File: src/rtl/split_assign_loader_pkg.sv
// Shared constants, per-variable widths, mask helpers and loader state type.
package split_pkg;

    localparam int unsigned NUM_VARS = 50;
    localparam int unsigned DATA_W   = 8;
    localparam int unsigned CNT_W    = 16;
    localparam int unsigned IDX_W    = $clog2(NUM_VARS);
    localparam int unsigned VW_W     = $clog2(DATA_W + 1);

    // Declared bit width of each variable; beat k carries var_k.
    localparam int unsigned VAR_W [NUM_VARS] = '{
        5, 5, 7, 7, 5, 5, 6, 6, 7, 8,
        8, 4, 4, 4, 7, 8, 4, 6, 5, 8,
        8, 4, 7, 7, 8, 7, 6, 7, 8, 4,
        4, 8, 8, 7, 4, 5, 4, 5, 4, 7,
        4, 8, 8, 7, 4, 4, 8, 7, 8, 8
    };

    typedef enum logic {
        LOAD = 1'b0,
        HOLD = 1'b1
    } state_t;

    // Low-order ones mask for a width of 0..DATA_W bits.
    function automatic logic [DATA_W-1:0] width_mask(input logic [VW_W-1:0] w);
        logic [DATA_W:0] one_hot;
        one_hot = (DATA_W + 1)'(1) << w;
        return DATA_W'(one_hot - 1'b1);
    endfunction

    function automatic logic [DATA_W-1:0] var_mask(input int unsigned k);
        return width_mask(VW_W'(VAR_W[k]));
    endfunction

endpackage

File: src/rtl/split_assign_loader_if.sv
// Beat stream in, assembled frame out; master drives the upstream side.
interface split_assign_loader_if;
    import split_pkg::*;

    logic                       in_valid;
    logic                       in_ready;
    logic [DATA_W-1:0]          in_data;
    logic                       in_last;
    logic                       out_valid;
    logic                       out_ready;
    logic [NUM_VARS*DATA_W-1:0] out_data;
    logic                       out_err_range;
    logic                       out_err_frame;
    logic [CNT_W-1:0]           frame_cnt;

    modport master (
        output in_valid, in_data, in_last, out_ready,
        input  in_ready, out_valid, out_data, out_err_range, out_err_frame, frame_cnt
    );

    modport slave (
        input  in_valid, in_data, in_last, out_ready,
        output in_ready, out_valid, out_data, out_err_range, out_err_frame, frame_cnt
    );

endinterface

File: src/rtl/split_range_check.sv
// Masks a value to its declared width and flags any bits above it.
module split_range_check
    import split_pkg::*;
(
    input  logic [VW_W-1:0]   width_i,
    input  logic [DATA_W-1:0] data_i,
    output logic [DATA_W-1:0] data_o,
    output logic              ovf_o
);

    logic [DATA_W-1:0] mask;

    // Keep the in-width bits, report anything outside them.
    always_comb begin
        mask   = width_mask(width_i);
        data_o = data_i & mask;
        ovf_o  = |(data_i & ~mask);
    end

endmodule

File: src/rtl/split_assign_loader.sv
// Assembles NUM_VARS beats into one range-checked assignment frame and
// holds it for the evaluator until the output handshake.
module split_assign_loader
    import split_pkg::*;
(
    input  logic                 clk,
    input  logic                 rst_n,
    split_assign_loader_if.slave bus
);

    state_t            state_q, state_d;
    logic [IDX_W-1:0]  k_q, k_d;
    logic [DATA_W-1:0] slots_q [NUM_VARS];
    logic [DATA_W-1:0] slots_d [NUM_VARS];
    logic              err_range_q, err_range_d;
    logic              err_frame_q, err_frame_d;
    logic [CNT_W-1:0]  cnt_q, cnt_d;
    logic              in_ready_q, in_ready_d;

    logic [DATA_W-1:0] chk_data;
    logic              chk_ovf;
    logic              accept;
    logic              last_idx;

    split_range_check u_range_check (
        .width_i (VW_W'(VAR_W[k_q])),
        .data_i  (bus.in_data),
        .data_o  (chk_data),
        .ovf_o   (chk_ovf)
    );

    // in_ready is registered separately so it reads 0 while reset is held.
    assign accept   = bus.in_valid && in_ready_q;
    assign last_idx = (k_q == IDX_W'(NUM_VARS - 1));

    // Next-state: slot capture and termination in LOAD, release and clear in HOLD.
    always_comb begin
        state_d     = state_q;
        k_d         = k_q;
        slots_d     = slots_q;
        err_range_d = err_range_q;
        err_frame_d = err_frame_q;
        cnt_d       = cnt_q;
        case (state_q)
            LOAD: begin
                if (accept) begin
                    slots_d[k_q] = chk_data;
                    if (chk_ovf) begin
                        err_range_d = 1'b1;
                    end
                    k_d = k_q + IDX_W'(1);
                    if (bus.in_last || last_idx) begin
                        state_d = HOLD;
                    end
                    if (bus.in_last && !last_idx) begin
                        err_frame_d = 1'b1;
                        for (int unsigned j = 0; j < NUM_VARS; j++) begin
                            if (IDX_W'(j) > k_q) begin
                                slots_d[j] = '0;
                            end
                        end
                    end
                    if (!bus.in_last && last_idx) begin
                        err_frame_d = 1'b1;
                    end
                end
            end
            HOLD: begin
                if (bus.out_ready) begin
                    cnt_d       = cnt_q + CNT_W'(1);
                    slots_d     = '{default: '0};
                    err_range_d = 1'b0;
                    err_frame_d = 1'b0;
                    k_d         = '0;
                    state_d     = LOAD;
                end
            end
            default: state_d = LOAD;
        endcase
        in_ready_d = (state_d == LOAD);
    end

    // State register; reset discards any partial or held frame.
    always_ff @(posedge clk or negedge rst_n) begin
        if (!rst_n) begin
            state_q     <= LOAD;
            k_q         <= '0;
            slots_q     <= '{default: '0};
            err_range_q <= 1'b0;
            err_frame_q <= 1'b0;
            cnt_q       <= '0;
            in_ready_q  <= 1'b0;
        end else begin
            state_q     <= state_d;
            k_q         <= k_d;
            slots_q     <= slots_d;
            err_range_q <= err_range_d;
            err_frame_q <= err_frame_d;
            cnt_q       <= cnt_d;
            in_ready_q  <= in_ready_d;
        end
    end

    // Flatten the slots onto the output bus.
    always_comb begin
        bus.out_data = '0;
        for (int unsigned j = 0; j < NUM_VARS; j++) begin
            bus.out_data[j*DATA_W +: DATA_W] = slots_q[j];
        end
    end

    assign bus.in_ready      = in_ready_q;
    assign bus.out_valid     = (state_q == HOLD);
    assign bus.out_err_range = err_range_q;
    assign bus.out_err_frame = err_frame_q;
    assign bus.frame_cnt     = cnt_q;

endmodule

File: src/flat_wrapper.sv
// flat-port wrapper written by rule: the top's interface ports become plain ports
module split_assign_loader_flat import split_pkg::*;
  (clk, rst_n, bus_in_valid, bus_in_data, bus_in_last, bus_out_ready, bus_in_ready, bus_out_valid, bus_out_data, bus_out_err_range, bus_out_err_frame, bus_frame_cnt);
  split_assign_loader_if bus_i ();
  input  logic clk;
  input  logic rst_n;
  input wire logic [$bits(bus_i.in_valid)-1:0] bus_in_valid;
  input wire logic [$bits(bus_i.in_data)-1:0] bus_in_data;
  input wire logic [$bits(bus_i.in_last)-1:0] bus_in_last;
  input wire logic [$bits(bus_i.out_ready)-1:0] bus_out_ready;
  output wire logic [$bits(bus_i.in_ready)-1:0] bus_in_ready;
  output wire logic [$bits(bus_i.out_valid)-1:0] bus_out_valid;
  output wire logic [$bits(bus_i.out_data)-1:0] bus_out_data;
  output wire logic [$bits(bus_i.out_err_range)-1:0] bus_out_err_range;
  output wire logic [$bits(bus_i.out_err_frame)-1:0] bus_out_err_frame;
  output wire logic [$bits(bus_i.frame_cnt)-1:0] bus_frame_cnt;
  assign bus_i.in_valid = bus_in_valid;
  assign bus_i.in_data = bus_in_data;
  assign bus_i.in_last = bus_in_last;
  assign bus_i.out_ready = bus_out_ready;
  assign bus_in_ready = bus_i.in_ready;
  assign bus_out_valid = bus_i.out_valid;
  assign bus_out_data = bus_i.out_data;
  assign bus_out_err_range = bus_i.out_err_range;
  assign bus_out_err_frame = bus_i.out_err_frame;
  assign bus_frame_cnt = bus_i.frame_cnt;
  split_assign_loader u_core (.clk(clk), .rst_n(rst_n), .bus(bus_i));
endmodule
File: config.mk
export PLATFORM = sky130hd
export DESIGN_NAME = split_assign_loader_flat
export DESIGN_NICKNAME = d
export VERILOG_FILES = /design/src/rtl/split_assign_loader_pkg.sv /design/src/rtl/split_assign_loader_if.sv /design/src/rtl/split_range_check.sv /design/src/rtl/split_assign_loader.sv /design/src/flat_wrapper.sv
export SDC_FILE = /design/constraint.sdc
export NUM_CORES = 1
export LEC_CHECK = 0
export ABC_AREA = 1
export BUFFER_PORTS_ARGS = -buffer_cell sky130_fd_sc_hd__buf_2
export CAP_MARGIN = 20
export CORE_ASPECT_RATIO = 0.7
export CORE_MARGIN = 2
export CORE_UTILIZATION = 49
export CTS_CLUSTER_SIZE = 24
export DETAILED_ROUTE_END_ITERATION = 7
export PLACE_DENSITY = 0.73
export SLEW_MARGIN = 20
export SYNTH_ARGS = -nofsm -noshare
export SYNTH_HDL_FRONTEND = slang
export SYNTH_SLANG_ARGS = --single-unit
File: constraint.sdc
create_clock -name clk -period 2.9 [get_ports clk]
set_clock_uncertainty 0.15 [all_clocks]
set_input_delay 0.435 -clock clk [delete_from_list [all_inputs] [get_ports clk]]
set_output_delay 0.435 -clock clk [all_outputs]
set_load 0.01 [all_outputs]
Yosys cells after proc, flatten, opt, wreduce, memory -nomap -nowiden
Memory sizes are Yosys's and may differ from the RTL's.
Cells that the tools add are included.

word-level totals
  register bits = 426
  bits in latches = 0
  bits in writable memories = 0
  ROM bits = 2048
  input bits = 13
  output and inout port bits = 420
  word-level logic and storage cells = 210
  memories kept = 1

operators by class
  add/sub/neg operators = 3
  multiply operators = 0
  div/mod/pow operators = 0
  magnitude comparators = 52
  equality and inequality tests = 5
  shifts and indexed selects = 1
  mux-type cells = 74
  bitwise gates (word level) = 6
  reduce and logical (&&, ||, !) cells = 12

memories
  memory            words  width  read ports  clocked after memory_dff  write ports  RTL line                   RTL
  (name not given)  64     32     1           0                         0            split_assign_loader.sv:26  .width_i (VW_W'(VAR_W[k_q])),

operator list
  cell                                                                   count
  400-bit two-way mux                                                    3
  400-bit one-hot mux with 2 select lines                                1
  8-bit two-way mux                                                      51
  400-bit bitwise mux                                                    1
  6-bit > comparator (first input constant)                              18
  5-bit by 6-bit > comparator with 1-bit output (first input constant)   16
  8-bit demux with 6-bit select                                          1
  4-bit by 6-bit > comparator with 1-bit output (first input constant)   8
  3-bit by 6-bit > comparator with 1-bit output (first input constant)   4
  16-bit by 1-bit adder with 16-bit output (second input constant)       1
  8-bit AND                                                              2
  1-bit by 6-bit > comparator with 1-bit output (first input constant)   2
  2-bit by 6-bit > comparator with 1-bit output (first input constant)   2
  6-bit two-way mux                                                      2
  6-bit one-hot mux with 2 select lines                                  1
  1-bit two-way mux                                                      9
  4-bit two-way mux                                                      2
  8-bit inverter                                                         1
  8-bit OR reduction                                                     1
  1-bit by 4-bit << shifter with 8-bit output (first input constant)     1
  8-bit by 1-bit subtractor with 8-bit output (second input constant)    1
  7-bit >= comparator (second input constant)                            1
  7-bit by 1-bit < comparator with 1-bit output (second input constant)  1
  6-bit inverter with 7-bit output                                       1
  other kinds (12)                                                       22

Longest topological paths before layout
Gate-level depths: netlist of run 1.

  depth after elaboration = 12
  depth in mapped cells = 22

Hierarchy
Synthesis of run 1 repeated with hierarchy kept, for this count alone.

second synthesis, totals
  cells, all modules = 2865
  area, all modules = 21640.8 um^2

by module, submodules not included
  module               times used  cells each  area each (um^2)  seq. area each (um^2)
  split_assign_loader  1           2807        21365.5           10660.2
  split_range_check    1           58          275.3             0.0

Worst setup path after synthesis of run 1
Ideal clock, no wire load.

  path type = register to register
  from = reg u_core.k_q[0]
  to = reg u_core.slots_q (netlist bit u_core.bus.out_data[201])
  arrival time = 2.795 ns
  required time = 2.617 ns
  setup slack = -0.179 ns
  cell stages (with the launch flop) = 20
  path buffers = 3
  path through = dfrtp_1 -> buf_2 -> inv_1 -> ha_1 -> inv_1 -> nand2_1 -> nand2_1 -> nand2_1 -> nand2_1 -> nand2_1 -> nand2_1 -> nand2_1 -> nor2_2 -> nand3_1 -> ha_1 -> nor2_1 -> inv_1 -> clkbuf_1 -> clkbuf_1 -> o21ai_0

between the ends
  longest elaborated chain between the ends = 12
  elaborated cells on any way between the ends = 21
  classes of those cells = add/sub (1); order compare (3); eq/ne (1); shift (1); mux (9); bitwise (2); reduce/logical (3); memory (1)

RTL lines
  what                                                    RTL line                                              RTL
  from (decl)                                             split_assign_loader.sv:12                             logic [IDX_W-1:0] k_q, k_d;
  from (signal assigned)                                  split_assign_loader.sv:95                             k_q <= k_d;
  6-bit inverter with 7-bit output (not written as such)  split_assign_loader.sv:26, split_assign_loader.sv:47
  memory 64 x 32 bit                                      n/a
  4-bit two-way mux (not written as such) (2 in a row)    split_assign_loader.sv:26
  1-bit by 4-bit << shifter with 8-bit output             split_assign_loader_pkg.sv:27                         one_hot = (DATA_W + 1)'(1) << w;
  8-bit by 1-bit subtractor with 8-bit output             split_assign_loader_pkg.sv:28                         return DATA_W'(one_hot - 1'b1);
  8-bit AND                                               split_range_check.sv:16                               data_o = data_i & mask;
  400-bit bitwise mux                                     split_assign_loader.sv:47                             slots_d[k_q] = chk_data;
  8-bit two-way mux                                       split_assign_loader.sv:58                             if (IDX_W'(j) > k_q) begin
  400-bit two-way mux (*)                                 split_assign_loader.sv:55                             if (bus.in_last && !last_idx) begin
  400-bit two-way mux (*)                                 split_assign_loader.sv:46                             if (accept) begin
  400-bit one-hot mux with 2 select lines (*)             split_assign_loader.sv:44                             case (state_q)
  to (signal assigned)                                    split_assign_loader.sv:96                             slots_q <= slots_d;
  to (decl)                                               split_assign_loader.sv:13                             logic [DATA_W-1:0] slots_q [NUM_VARS];

Every way passes the cells marked *; elsewhere a longest branch is shown, timed or not. The select of a mux whose other input is x is not followed.
A chain may end at the register's enable or synchronous reset.

Final worst setup path of run 1
  from = reg u_core.k_q[1]
  to = reg u_core.slots_q (netlist bit u_core.bus.out_data[132])

Same word-level chain as after synthesis.

==> out/results.txt, run 1 <==
Least-Margin Pin Slew - 0.7360 ns
TritonCTS buffer count - 41
ys async rst share - 100.0%
final cycle utilization of the critical path - 95.84%
share of cells above drive strength 1 - 29.76%
Max-slew headroom - 50.75%
Chip Width - 240.9 um
R2R setup slack - 0.12 ns
Reg clk slew, reported paths - 0.06 ns
antenna-violating nets left - 0
reg2reg end - u_core.bus.out_data[132]$_DFFE_PN0P_
critical path data required time - 3.19 ns
first-pass GRT wire length - 107.4 mm
wire per inst - 22.95 um
CP Launch Type - register
Post-Syn Area - 19250 um^2
DRC Markers - 0
Core ar. - 38590 um^2
Final Hold Vio Count - 0
Clock Tree Buf Depth - 3
synth warn - 0
Pleak - 12.64 nW
Die H - 169.8 um
Initial Utilization - 49.89%
CP Max Fanout - 8
post-route cell area - 24710 um^2
post-synthesis sequential area ratio - 55.38%
Synth cell types - 48
largest net degree at the start of global routing - 135
fmax - 359.8 MHz
Worst-Skew Late Latency - 0.53 ns
commonest non-fill, non-tap cell in the layout - buf_2
Worst Hold Class - in -> reg
clk sink count - 426
pwr dens - 653.7 nW/um^2
Final Max Slew Viols - 0
MaxCap Viol Count - 0
crit end category - register
Syn Inst Count - 2061
Clock Tree Root - clkbuf_16
RSZ-0062 raised after global routing - yes
vias in the first global route - 17777
GPL Wtd Cong - 1.013
std cell rows - 60
Main synth FF type - dfrtp_1
Setup Crit Path Kind - reg -> reg
Post-synth EDFFs - 0
Hold Path Depth - 4
DPL Wire Length - 51.96 mm
DR iter-0 viols - 1986
status - complete, no violations
Hold Crit Endpoint - u_core.bus.in_ready$_DFF_PN0_
Syn Area/Cell - 9.341 um^2
Vias/cell - 5.838
Placed Area - 22880 um^2
CP arrival - 3.07 ns
antenna violations before repair - 6
Mapped Nets - 2085
Area Growth Syn to Fin - 28.35%
FF-to-FF path depth - 17
reg2reg start - u_core.k_q[1]$_DFFE_PN0P_
total chip power - 16.15 mW
# port buffers - 432
total gr overflow - 0
iteration count of the initial detailed-routing pass - 5
total number of vias - 18254
Final Critical Period - 2.779 ns
Final #Nets - 2595
hold path start - bus_in_last
CTS tree - done
most frequent cells in the layout - buf_2, nand2_1, dfrtp_1, o21ai_0, nor2_1
final wirelength - 71.76 mm
H-tree depth - 2
die footprint - 40910 um^2
Final setup viols - 0
Global Route Usage Sum - 34.31%
post-synthesis register bit count - 426
IO Pins - 433
Max VDD drop - 396.7 uV
-- synth_stat cells, types with 43 or more instances --
cell type    n  share of area, %
nand3_1     66               1.7
o21ai_0    260               6.8
dfrtp_1    426                55
nor2_1     123               2.4
buf_2       43               1.1
clkbuf_1    45              0.88
inv_1       88               1.7
a21boi_0   106               4.1
o21bai_1    97               3.8
o21ai_1     43               1.1
o211ai_1    94               3.7
nand2_1    449               8.8
-- where the power goes --
part           switching (mW)  total [mW]  internal, mW  leakage, nW
combinational            2.94        4.31          1.38         6.09
clock                    2.27        5.49          3.22        0.641
sequential              0.207        6.35          6.14         5.91
total                    5.42        16.2          10.7         12.6
-- per-stage QoR --
stage	setup WS (ns)	util, %	hold slack (ns)	TNS [ns]	cells
floorplan	0.004167	-	-0.01059	0	2061
global placement	-0.09073	59.30	0.2948	-3.876	3043
detailed placement	-0.1610	59.30	0.3118	-13.33	3043
CTS	0.003810	62.89	0.09661	0	3111
global route	-0.05150	64.03	0.1244	-0.4875	3127
finish	0.1208	64.03	0.1163	0	3127
-- worst max-delay path by stage --
stage                              start                              endpoint  slack, ns  depth (start not counted)
2_1_floorplan  u_core.k_q[0]$_DFFE_PN0P_  u_core.bus.out_data[281]$_DFFE_PN0P_      0.004                         20
3_3_place_gp   u_core.k_q[1]$_DFFE_PN0P_  u_core.bus.out_data[348]$_DFFE_PN0P_      -0.09                         17
3_5_place_dp   u_core.k_q[1]$_DFFE_PN0P_  u_core.bus.out_data[132]$_DFFE_PN0P_      -0.16                         17
4_1_cts        u_core.k_q[0]$_DFFE_PN0P_  u_core.bus.out_data[274]$_DFFE_PN0P_      0.004                         19
5_1_grt        u_core.k_q[0]$_DFFE_PN0P_   u_core.bus.out_data[82]$_DFFE_PN0P_      -0.05                         18
6_report       u_core.k_q[1]$_DFFE_PN0P_  u_core.bus.out_data[132]$_DFFE_PN0P_       0.12                         17
-- critical path, cell delays in order, from the launching register on --
cell	delay [ns]
dfrtp_2	0.48
buf_6	0.14
ha_2	0.19
inv_2	0.07
nand2_2	0.08
inv_2	0.07
nor2_1	0.05
nor2_2	0.13
a21oi_2	0.07
nor2_4	0.16
nand3_2	0.12
ha_4	0.20
nand2_4	0.06
nand3_4	0.08
nand2_4	0.11
nand2_8	0.11
buf_12	0.17
o211ai_1	0.21
-- per-layer routing --
metal | track usage (%) | up-vias | share of wire [%]
li1 | - | 8056 | -
met1 | 50.41 | 9116 | 43
met2 | 50.45 | 946 | 45
met3 | 8.013 | 136 | 9.4
met4 | 10.76 | 0 | 2.8
met5 | 0 | - | 0
-- logic make-up (layout without fill, tap and decap cells) --
| family | after synthesis | count (layout) | share of synthesized area, % |
|---|---|---|---|
| DFF | 426 | 426 | 55.37 |
| AOI/OAI and AO/OA | 700 | 700 | 23.53 |
| other | 0 | 6 | 0 |
| and+or+nand+nor | 692 | 692 | 14.93 |
| buffers and inverters | 217 | 750 | 4.764 |
| adders and majority gates | 11 | 11 | 0.7149 |
| xor gates and xnor gates | 15 | 15 | 0.6824 |
-- area by class of cell --
class	instances	area [um^2]
Multi-Input combinational cell	1418	8004
Fill cell	3164	13880
Timing Repair Buffer	567	3586
Clock inverter	6	157.7
Antenna cell	6	15.01
Sequential cell	426	10670
Inverter	117	454.2
Tap cell	527	659.4
Clock buffer	60	1167
-- state kept, by name (all words and copies together), names as in the netlist --
| register | flops |
|---|---|
| u_core.bus.out_err_frame | 1 |
| u_core.bus.frame_cnt | 16 |
| u_core.bus.out_data | 400 |
| u_core.bus.out_valid | 1 |
| u_core.bus.out_err_range | 1 |
| u_core.bus.in_ready | 1 |
| u_core.k_q | 6 |
-- timing repair --
action,4_1_cts,5_1_grt
hold buffers,1,0
pin swaps,2,29
gates cloned,0,4
gates resized for setup,11,81
hold endpoints to repair,59,0
setup buffers,1,6
setup endpoints to repair,188,286
No activity file was read; power rests on OpenSTA's default activity.
==> run 2, diff against run 1 <==
--- a/config.mk
+++ b/config.mk
@@ -8,12 +8,14 @@
 export ABC_AREA = 1
 export BUFFER_PORTS_ARGS = -buffer_cell sky130_fd_sc_hd__buf_2
 export CAP_MARGIN = 20
+export CELL_PAD_IN_SITES_DETAIL_PLACEMENT = 2
+export CELL_PAD_IN_SITES_GLOBAL_PLACEMENT = 2
 export CORE_ASPECT_RATIO = 0.7
 export CORE_MARGIN = 2
-export CORE_UTILIZATION = 49
+export CORE_UTILIZATION = 30
 export CTS_CLUSTER_SIZE = 24
 export DETAILED_ROUTE_END_ITERATION = 7
-export PLACE_DENSITY = 0.73
+export PLACE_DENSITY = 0.74
 export SLEW_MARGIN = 20
 export SYNTH_ARGS = -nofsm -noshare
 export SYNTH_HDL_FRONTEND = slang
==> out/results.txt, run 2 (synthesis gave the netlist of run 1 again) <==
status - complete, no violations
share of cells above drive strength 1 - 30.71% (+0.95 points)
RSZ-0062 raised after global routing - yes
dpl ws - -0.2195 ns (-0.05850 ns)
final cycle utilization of the critical path - 97.81% (+2.0 points)
Final Hold Vio Count - 0 (unchanged)
H-tree depth - 2 (unchanged)
iteration count of the initial detailed-routing pass - 5 (unchanged)
CTS tree - done
Die H - 215.9 um (+27%)
Core ar. - 63300 um^2 (+64%)
Worst-Skew Late Latency - 0.60 ns (+0.07 ns)
clk sink count - 426 (unchanged)
Reg clk slew, reported paths - 0.06 ns (about the same)
total gr overflow - 0 (unchanged)
Final #Nets - 2630 (+1.3%)
Least-Margin Pin Slew - 0.8136 ns (+0.07754 ns)
CP Launch Type - register
commonest non-fill, non-tap cell in the layout - nand2_1
DR iter-0 viols - 1174 (-41%)
most frequent cells in the layout - nand2_1, buf_2, dfrtp_1, o21ai_0, buf_4
antenna-violating nets left - 0 (unchanged)
Setup WS post-layout - 0.06340 ns (-0.05738 ns)
Clock Tree Root - clkbuf_16
GPL Wtd Cong - 0.9241 (-8.8%)
DRC Markers - 0 (unchanged)
std cell rows - 77 (+28%)
critical path data required time - 3.26 ns (+0.07 ns)
Max-slew headroom - 45.56% (-5.2 points)
largest net degree at the start of global routing - 114 (-16%)
final wirelength - 90.36 mm (+26%)
Final Critical Period - 2.837 ns (+0.05738 ns)
die footprint - 66240 um^2 (+62%)
crit end category - register
fill cell count - 6837 (+120%)
# port buffers - 432 (unchanged)
pwr dens - 673.8 nW/um^2 (+3.1%)
Final setup viols - 0 (unchanged)
wire per inst - 26.04 um (+13%)
Clock Tree Buf Depth - 3 (unchanged)
FF/Latch Area - 10670 um^2 (unchanged)
fmax - 352.5 MHz (-2.0%)
vias in the first global route - 20110 (+13%)
total number of vias - 18321 (+0.37%)
MaxCap Viol Count - 0 (unchanged)
CP Max Fanout - 12 (+4)
total chip power - 17.21 mW (+6.6%)
CP arrival - 3.19 ns (+0.12 ns)
DPL Wire Length - 65.55 mm (+26%)
Worst Hold Class - in -> reg
first-pass GRT wire length - 134.0 mm (+25%)
Final Max Slew Viols - 0 (unchanged)
Inserted Diodes - 0 (-6)
Chip Width - 306.8 um (+27%)
IO Pins - 433 (unchanged)
Vias/cell - 5.280 (-9.6%)
Max VDD drop - 303.4 uV (-24%)
antenna violations before repair - 0 (-6)
Setup Crit Path Kind - reg -> reg
Pleak - 12.93 nW (+2.3%)
max reg flops - 400 (unchanged)
Multi-input gate area - 7988 um^2 (-0.20%)
Global Route Usage Sum - 26.61% (-7.7 points)
Initial Utilization - 30.41% (-19 points)
Area Growth Syn to Fin - 32.70%
TritonCTS buffer count - 46 (+12%)
-- run 2: worst max-delay path: stages, from the launching register on --
cell and delay [ns]:
dfrtp_2 0.44, inv_4 0.10, buf_6 0.11, ha_2 0.18
buf_4 0.15, nand2_1 0.06, nand3_1 0.18, nand3_2 0.12
nor2_4 0.14, nand3_2 0.11, ha_4 0.20, inv_2 0.06
nand3_1 0.11, nand2_2 0.14, nand2_8 0.14, clkbuf_16 0.22
o21bai_1 0.13
-- run 2: through the flow --
step,TNS (ns),cell area (um^2),hold slack (ns),std cells,util [%]
2_1_floorplan,0,19260,-0.01059,2061,-
3_3_place_gp,-1.772,23520,0.1970,3374,37.16
3_5_place_dp,-18.71,23520,0.1999,3374,37.16
4_1_cts,0,25160,0.03740,3461,39.74
5_1_grt,-3.849,25550,0.07823,3470,40.36
6_report,0,25550,0.07320,3470,40.36
-- run 2: report_power, final --
part / switching (mW) / internal [mW] / leakage, nW
Sequential: 0.210 / 6.14 / 5.91
Combinational: 3.25 / 1.48 / 6.28
Clock: 2.64 / 3.49 / 0.742
-- run 2: path summary, 6_finish.rpt --
check | from | endpoint | slack [ns] | cells past startpoint
max | u_core.k_q[0]$_DFFE_PN0P_ | u_core.bus.out_data[62]$_DFFE_PN0P_ | 0.06 | 16
min in group asynchronous | rst_n | u_core.bus.out_data[13]$_DFFE_PN0P_ | 0.17 | 2
max in group asynchronous | rst_n | u_core.k_q[1]$_DFFE_PN0P_ | 1.40 | 3
min | bus_in_data[4] | u_core.bus.out_data[52]$_DFFE_PN0P_ | 0.07 | 3
max reg2reg | u_core.k_q[0]$_DFFE_PN0P_ | u_core.bus.out_data[62]$_DFFE_PN0P_ | 0.06 | 16
min reg2reg | u_core.bus.out_data[14]$_DFFE_PN0P_ | u_core.bus.out_data[14]$_DFFE_PN0P_ | 0.34 | 1
-- run 2: metal layers --
| layer | wire length, um | track usage (%) | share of wire [%] | vias to the layer above |
|---|---|---|---|---|
| met4 | 1544 | 5.278 | 1.7 | 0 |
| met5 | 0 | 0 | 0 | - |
| met3 | 4422 | 4.616 | 4.9 | 101 |
| met1 | 41340 | 36.75 | 46 | 9638 |
| met2 | 43060 | 43.91 | 48 | 456 |
| li1 | - | - | - | 8126 |
-- run 2: area by class of cell --
class                   count  area share, %
repair buffers            597          15.14
multi-input cells        1418          31.27
well taps                 829          4.060
clock inverters            15         0.7347
flip-flops and latches    426          41.75
inverters                 117          1.778
clock buffers              68          5.265
-- run 2: what timing repair did --
item / 4_1_cts / 5_1_grt
hold buffers: 1 / 0
gates cloned: 0 / 6
pin swaps: 4 / 19
gates resized for setup: 23 / 74
setup buffers: 3 / 4
endpoints found under the setup margin: 204 / 273
hold endpoints to repair: 93 / 0
